`src/rtl/snap_regload.sv`:
```
// Snapshot register-restore engine: captures Z80 register bytes from the loader stream,
// drives the T80 DIR port and holds the CPU in reset until vsync. SP fix-up under `SNAP_SPFIX_EN`.
module snap_regload #(
   parameter logic [7:0]  REG_PAGE       = 8'h21,
   parameter int unsigned SET_CYCLES     = 2,
   parameter int unsigned RELEASE_FRAMES = 1,
   parameter logic [15:0] SP_FIX_VALUE   = 16'hFFFE
) (
   input  logic         clk_i,
   input  logic         reset_n_i,
   input  logic         loader_en_i,
   input  logic [15:0]  loader_addr_i,
   input  logic [7:0]   loader_data_i,
   input  logic         loader_wr_i,
   input  logic         vsync_i,
   output logic         cpu_reset_o,
   output logic         dir_set_o,
   output logic [211:0] dir_o,
   output logic         pc_seen_o
);

   typedef enum logic [2:0] {
      ST_IDLE,
      ST_LOAD,
      ST_APPLY,
      ST_WAIT_SYNC,
      ST_RUN
   } state_e;

   localparam logic [3:0] SET_CYCLES_C = 4'(SET_CYCLES);
   localparam logic [2:0] RELEASE_C    = 3'(RELEASE_FRAMES);

   state_e         state_q, state_d;
   logic [211:0]   dir_q, dir_d;
   logic           pcl_seen_q, pcl_seen_d;
   logic           pch_seen_q, pch_seen_d;
   logic           pc_seen_q, pc_seen_d;
   logic [3:0]     set_cnt_q, set_cnt_d;
   logic [2:0]     frame_cnt_q, frame_cnt_d;
   logic           vsync_q;
   logic           cpu_reset_q, cpu_reset_d;
   logic           dir_set_q, dir_set_d;
   logic           reg_wr;
   logic           vsync_rise;

`ifdef SNAP_SPFIX_EN
   logic [15:0]    end_addr_q, end_addr_d;
`else
   logic           unused_sp_fix;
   assign unused_sp_fix = ^SP_FIX_VALUE;
`endif

   assign reg_wr     = loader_wr_i && (loader_addr_i[15:8] == REG_PAGE) && !loader_addr_i[7];
   assign vsync_rise = vsync_i && !vsync_q;

   // NOTE: every signal written here gets a default first, so no path can infer a latch.
   always_comb begin
      state_d     = state_q;
      dir_d       = dir_q;
      pcl_seen_d  = pcl_seen_q;
      pch_seen_d  = pch_seen_q;
      set_cnt_d   = set_cnt_q;
      frame_cnt_d = frame_cnt_q;
`ifdef SNAP_SPFIX_EN
      end_addr_d  = end_addr_q;
`endif

      // A new session pre-empts whatever the engine was doing.
      if (loader_en_i && (state_q != ST_LOAD)) begin
         state_d     = ST_LOAD;
         dir_d       = '0;
         pcl_seen_d  = 1'b0;
         pch_seen_d  = 1'b0;
         set_cnt_d   = '0;
         frame_cnt_d = '0;
`ifdef SNAP_SPFIX_EN
         end_addr_d  = '0;
`endif
      end else begin
         unique case (state_q)
            ST_IDLE: ;

            ST_LOAD: begin
`ifdef SNAP_SPFIX_EN
               if (loader_wr_i) end_addr_d = loader_addr_i;
`endif
               if (reg_wr) begin
                  case (loader_addr_i[6:0])
                     7'h00: dir_d[15:8]    = loader_data_i;
                     7'h01: dir_d[7:0]     = loader_data_i;
                     7'h04: dir_d[87:80]   = loader_data_i;
                     7'h05: dir_d[95:88]   = loader_data_i;
                     7'h08: dir_d[103:96]  = loader_data_i;
                     7'h09: dir_d[111:104] = loader_data_i;
                     7'h0C: dir_d[119:112] = loader_data_i;
                     7'h0D: dir_d[127:120] = loader_data_i;
                     7'h10: dir_d[135:128] = loader_data_i;
                     7'h11: dir_d[143:136] = loader_data_i;
                     7'h14: dir_d[199:192] = loader_data_i;
                     7'h15: dir_d[207:200] = loader_data_i;
                     7'h18: dir_d[55:48]   = loader_data_i;
                     7'h19: dir_d[63:56]   = loader_data_i;
                     7'h1C: begin
                        dir_d[71:64] = loader_data_i;
                        pcl_seen_d   = 1'b1;
                     end
                     7'h1D: begin
                        dir_d[79:72] = loader_data_i;
                        pch_seen_d   = 1'b1;
                     end
                     7'h20: dir_d[31:24]   = loader_data_i;
                     7'h21: dir_d[23:16]   = loader_data_i;
                     7'h24: dir_d[151:144] = loader_data_i;
                     7'h25: dir_d[159:152] = loader_data_i;
                     7'h28: dir_d[167:160] = loader_data_i;
                     7'h29: dir_d[175:168] = loader_data_i;
                     7'h2C: dir_d[183:176] = loader_data_i;
                     7'h2D: dir_d[191:184] = loader_data_i;
                     7'h30: dir_d[209:208] = loader_data_i[1:0];
                     7'h34: dir_d[210]     = loader_data_i[0];
                     7'h38: dir_d[211]     = loader_data_i[0];
                     7'h3C: dir_d[39:32]   = loader_data_i;
                     7'h40: dir_d[47:40]   = loader_data_i;
                     default: ;
                  endcase
               end
               if (!loader_en_i) begin
                  state_d   = ST_APPLY;
                  set_cnt_d = SET_CYCLES_C;
               end
            end

            ST_APPLY: begin
`ifdef SNAP_SPFIX_EN
               // A stack pointer above the last loaded byte points at garbage.
               if ((set_cnt_q == SET_CYCLES_C) && (dir_q[63:48] > end_addr_q))
                  dir_d[63:48] = SP_FIX_VALUE;
`endif
               set_cnt_d = set_cnt_q - 4'd1;
               if (set_cnt_q <= 4'd1) begin
                  state_d     = ST_WAIT_SYNC;
                  frame_cnt_d = '0;
               end
            end

            ST_WAIT_SYNC: begin
               if (vsync_rise) begin
                  frame_cnt_d = frame_cnt_q + 3'd1;
                  if ((frame_cnt_q + 3'd1) == RELEASE_C) state_d = ST_RUN;
               end
            end

            ST_RUN: ;

            default: state_d = ST_IDLE;
         endcase
      end

      pc_seen_d   = pcl_seen_d && pch_seen_d;
      cpu_reset_d = (state_d == ST_LOAD) || (state_d == ST_APPLY) || (state_d == ST_WAIT_SYNC);
      dir_set_d   = (state_d == ST_APPLY);
   end

   // NOTE: state registers use non-blocking assignments so every flop samples pre-edge values.
   always_ff @(posedge clk_i or negedge reset_n_i) begin
      if (!reset_n_i) begin
         state_q     <= ST_IDLE;
         dir_q       <= '0;
         pcl_seen_q  <= 1'b0;
         pch_seen_q  <= 1'b0;
         pc_seen_q   <= 1'b0;
         set_cnt_q   <= '0;
         frame_cnt_q <= '0;
         vsync_q     <= 1'b0;
         cpu_reset_q <= 1'b0;
         dir_set_q   <= 1'b0;
`ifdef SNAP_SPFIX_EN
         end_addr_q  <= '0;
`endif
      end else begin
         state_q     <= state_d;
         dir_q       <= dir_d;
         pcl_seen_q  <= pcl_seen_d;
         pch_seen_q  <= pch_seen_d;
         pc_seen_q   <= pc_seen_d;
         set_cnt_q   <= set_cnt_d;
         frame_cnt_q <= frame_cnt_d;
         vsync_q     <= vsync_i;
         cpu_reset_q <= cpu_reset_d;
         dir_set_q   <= dir_set_d;
`ifdef SNAP_SPFIX_EN
         end_addr_q  <= end_addr_d;
`endif
      end
   end

   assign cpu_reset_o = cpu_reset_q;
   assign dir_set_o   = dir_set_q;
   assign dir_o       = dir_q;
   assign pc_seen_o   = pc_seen_q;

endmodule

```
`config.mk`:
```
export PLATFORM = sky130hd
export DESIGN_NAME = snap_regload
export DESIGN_NICKNAME = d
export VERILOG_FILES = /design/src/rtl/snap_regload.sv
export SDC_FILE = /design/constraint.sdc
export NUM_CORES = 1
export LEC_CHECK = 0
export ABC_AREA = 1
export ABC_CLOCK_PERIOD_IN_PS = 2100
export CORE_AREA = 2 2 142 144
export DETAILED_ROUTE_END_ITERATION = 8
export DIE_AREA = 0 0 144 146
export GPL_ROUTABILITY_DRIVEN = 1
export PLACE_DENSITY = 0.8
export SLEW_MARGIN = 0
export SYNTH_ARGS = -nofsm -noshare
export SYNTH_HDL_FRONTEND = slang
export SYNTH_SLANG_ARGS = --single-unit
```
`constraint.sdc`:
```
create_clock -name clk_i -period 2.1 [get_ports clk_i]
set_input_delay 0.42 -clock clk_i [delete_from_list [all_inputs] [get_ports clk_i]]
set_output_delay 0.42 -clock clk_i [all_outputs]
set_load 0.01 [all_outputs]
```
# ---- Yosys cells after proc, flatten, opt, wreduce, memory -nomap -nowiden
# Index checks and enable logic that the tools add are counted.
dict set report classes {
  n_addsub 2
  order_cmp 1
  eq_ne 41
  n_mux 53
  n_reduce_logical 76
}
# operator count
set ops {}
lappend ops {{$mux 212} 3}
lappend ops {{$mux 8} 26}
lappend ops {{$reduce_and 3->1} 30}
lappend ops {{$eq 7x6->1 const B} 12}
lappend ops {{$reduce_bool 2->1} 31}
lappend ops {{$eq 7x5->1 const B} 8}
lappend ops {{$eq 7x4->1 const B} 4}
lappend ops {{$mux 3} 8}
lappend ops {{$eq 7x3->1 const B} 2}
lappend ops {{$eq 3x2->1 const B} 4}
lappend ops {{$pmux 3 s4} 1}
lappend ops {{$mux 1} 10}
lappend ops {{$eq 3x1->1 const B} 3}
lappend ops {{$ne 3x3->1 const B} 3}
lappend ops {{$eq 8x6->1 const B} 1}
lappend ops {{$mux 4} 2}
lappend ops {{$pmux 4 s2} 1}
lappend ops {{$eq 7x1->1 const B} 1}
lappend ops {{$eq 7x7->1 const B} 1}
lappend ops {{$logic_not 7->1} 1}
lappend ops {{$pmux 3 s2} 1}
lappend ops {{$reduce_bool 3->1} 2}
lappend ops {{$logic_and 1x1->1} 5}
lappend ops {{$le 4x1->1 const B} 1}
lappend ops {{10 further kinds} 12}
dict set report word_totals {
  register_bits 228
  output_inout_bits 215
  wordCells 211
}

# ---- Depth between registers and ports, before layout
dict set report depth {
  depth_word 9
  ltp_mapped 12
  ltp_nobuf 10
}

# ---- Least setup slack after synthesis
# OpenSTA, ideal clock, no wires.
dict set report synth_path {
  kind {input port to flip-flop}
  startpoint {in loader_addr_i[4]}
  endpoint {reg dir_q[198] (netlist: dir_o[198])}
  t_arrival_ns 1.526
  path_slack_ns 0.442
  cell_stages 6
  path_buffers 1
  cell_sequence {inv_1 > nor3_4 > nand3_4 > buf_6 > nand3_1 > o21ai_2}
}
dict set report synth_via {
  elab_chain_cells 3
}
# item line
set synth_lines {}
lappend synth_lines {{start: declaration} 12} ;# input logic [15:0] loader_addr_i,
lappend synth_lines {{$eq 7x5->1} 88} ;# case (loader_addr_i[6:0])
lappend synth_lines {{$reduce_bool 2->1 (no source line)} n/a}
lappend synth_lines {{$reduce_and 3->1 (no source line)} n/a}
lappend synth_lines {{end signal: assignment} 182} ;# dir_q <= dir_d;
lappend synth_lines {{end: declaration} 34} ;# logic [211:0] dir_q, dir_d;
# Every way passes these cells.
# A chain may end at the register's enable or synchronous reset.

# ---- Worst setup path after layout
dict set report layout_path {
  startpoint {reg dir_q[110] (netlist: dir_o[110])}
  endpoint {out dir_o[110]}
}
# item line
set layout_lines {}
lappend layout_lines {{end: declaration} 18} ;# output logic [211:0] dir_o,
# No word-level cell between the ends.

==> impl_results.md <==
* Status: finished clean
* Crit path max-delay family: buffers and inverters
* FF/Latch Area at 5705 um2
* Fin. Hold Viols at 0
* Vias in the first global route at 8,100
* H-tree Lvls at 1
* Worst Path Arrival at 1460 ps
* Lkg Pwr at 6.594 nW
* Synth-to-Final Area Change at 38.32%
* Port-buffer cells at 243
* Post-synth EDFFs at 0
* Grt total ovfl at 0
* PostCTS Resize Cnt at 0
* Fmax at 533.2 MHz
* Count leader, synth: nand2_1
* Multi-input gate area at 3212 um2
* Largest net degree at the start of global routing at 63
* Post-DP HPWL at 19,080 um
* Die area at 21,020 um2
* DP Worst Slack at -77.47 ps
* Worst skew pair latency at 500 ps
* Synth area leader: dfrtp_1
* DRC viols at 0
* Routability cong. at 0.8522
* Top cell type's share of synthesized area at 0.6027
* Post-Syn Area at 9467 um2
* Clock Tree Buf Depth at 3
* Final slew viol count at 0
* #FFs+latches synth at 228
* Routed Antenna Nets at 0
* Top_reg_cell synth: dfrtp_1
* CTS Sinks at 228
* Design Area, Final at 13,090 um2
* Startpoint types: flop
* Worst-path maximum fanout at 2
* Placed cells at 1,546
* Asr flop ratio synth at 1.000
* Starting Density at 0.4896
* Crit path time final at 1875 ps
* Setup ws final at 224.6 ps
* CTS clk-pin slew, worst paths at 60 ps
* Max_slew headroom at 0.4573
* Synth Warn # at 0
* Buf/Inv on CP at 1
* Crit. End Element: output pin
* Mapped Nets at 1,084
* Clock root cell: clkbuf_16
* Setup TNS at 0 ps
* Initial antenna violation count at 1
* Peak supply drop at 0.6395 mV
* CTS tree: built
* Worst Clk Skew at 10.43 ps
* First-pass GRT wire length at 43,700 um
* Num ports at 244
* Vias at 8,098
* Area contributors post-synth: dfrtp_1 (60%), nand2_1 (17%), nand3_1 (5.9%)
* Chip width at 144 um
* Via/cell ratio at 5.099
* Filler cells at 1,518
* Actual slew at the worst max-slew pin at 813.2 ps
* Layout cell share with drive strength beyond 1 at 0.08390
* Row cnt at 51
* Final worst path period share at 0.8931
* Die height at 146 um
* Non-filler instance count after layout at 1,588
* Final setup fails at 0
* Mapped Cells at 1,051
* Core area at 19,330 um2
* Avg WL per Cell at 17.47 um
* R2R Setup Slk at 250 ps
* Register area share after synthesis at 0.6027
* Crit path max-delay cell type: clkdlybuf4s50_1
* Syn avg cell area at 9.007 um2
* Worst-path cell chain: clkdlybuf4s50_1
* Critical path type: flop to output pin
* Hold WC Path Type: input pin to flop
* Nets@finish at 1,341
* Worst EP required at 1680 ps
* PwrDens at 795.0 nW/um2
* CP peak stage delay at 550 ps
* RSZ-0062 raised after global routing: no
* Post-DP Area at 12,340 um2
* Final WL at 27,750 um
* GRT Resource Usage Total at 0.2636
* Num CTS Buffers at 24
* TritonRoute pass-1 iters at 5
* Distinct cells, synth at 29
* Inserted Diodes at 0
* Max-cap violations at 0
* Post-CTS setup buffer count at 0
* Drt initial violations at 459
* Most instantiated cells after synthesis: nand2_1 (431), dfrtp_1 (228), nand3_1 (111), inv_1 (71), o21ai_1 (47)
* Tot Pwr at 10.41 mW
==> placed cells by master (no fill, tap or decap), types with 4 or more instances in the layout <==
cell type / count
nand2_1: 430
clkdlybuf4s50_1: 242
dfrtp_1: 228
nand3_1: 111
inv_1: 71
o21ai_1: 47
nor2_1: 29
o21ai_0: 25
clkbuf_16: 25
o21ai_2: 24
buf_4: 20
clkbuf_1: 11
buf_12: 10
inv_2: 9
nand3_4: 8
ha_1: 4
==> layout make-up <==
class,instances,area share
inverter,81,0.02322
tap,265,0.02532
timing repair buffer,274,0.2137
multi-input combinational,699,0.2453
clock inverter,2,0.002676
clock buffer,39,0.05409
sequential,228,0.4357
==> flip-flops by register name, summed over array words and instances, names as in the netlist <==
signal / count
cpu_reset_o: 1
dir_o: 212
dir_set_o: 1
frame_cnt_q: 3
pc_seen_o: 1
pch_seen_q: 1
pcl_seen_q: 1
set_cnt_q: 4
state_q: 3
vsync_q: 1
==> per-layer routing <==
metal	vias to the layer above	GRT usage	part of all wire
met5	-	0	0
met4	0	0.06422	0.018
met1	3889	0.3379	0.40
li1	3848	-	-
met3	41	0.08161	0.10
met2	320	0.4379	0.48
==> cell families after synthesis <==
| family | share of synthesized area |
|---|---|
| flops | 0.6027 |
| xor+xnor | 0.001851 |
| buf+inv | 0.05935 |
| simple gates | 0.2679 |
| compound gates | 0.06291 |
| fa+ha+maj | 0.005287 |
==> through the flow <==
step,hold WS (ps),utilization
after floorplan,124.4,-
after global placement,404.9,0.6383
after detailed placement,408.7,0.6383
after CTS,378.8,0.6772
after global routing,380.6,0.6772
final,388.7,0.6772
==> path summary, 6_finish.rpt <==
| check | from | endpoint | cells past startpoint |
|---|---|---|---|
| worst max-delay path | dir_o[110]$_DFFE_PN0P_ | dir_o[110] | 1 |
| worst min-delay path | vsync_i | vsync_q$_DFF_PN0_ | 1 |
| worst max register to register | state_q[1]$_DFF_PN0_ | dir_o[108]$_DFFE_PN0P_ | 7 |
| worst min register to register | dir_o[45]$_DFFE_PN0P_ | dir_o[45]$_DFFE_PN0P_ | 2 |
| max in group asynchronous | reset_n_i | dir_o[45]$_DFFE_PN0P_ | 3 |
| min in group asynchronous | reset_n_i | dir_o[188]$_DFFE_PN0P_ | 2 |
==> worst register-to-register path, cell delays in order (launching register included) <==
cell	delay, ps
dfrtp_1	400
inv_2	80
nand3_1	130
nand2_4	230
nand2_1	110
inv_1	610
nand2_1	110
nand2_1	110
==> power by group <==
| part | internal, mW | switching [mW] | total (mW) |
|---|---|---|---|
| clock | 2.41 | 1.66 | 4.07 |
| combinational | 0.464 | 1.35 | 1.82 |
| sequential | 4.47 | 0.0560 | 4.53 |
==> repair_timing <==
action	CTS	global route
hold endpoints to repair	57	0
hold buffers	1	0
setup endpoints to repair	0	0
(Power assumes the default switching activity.)
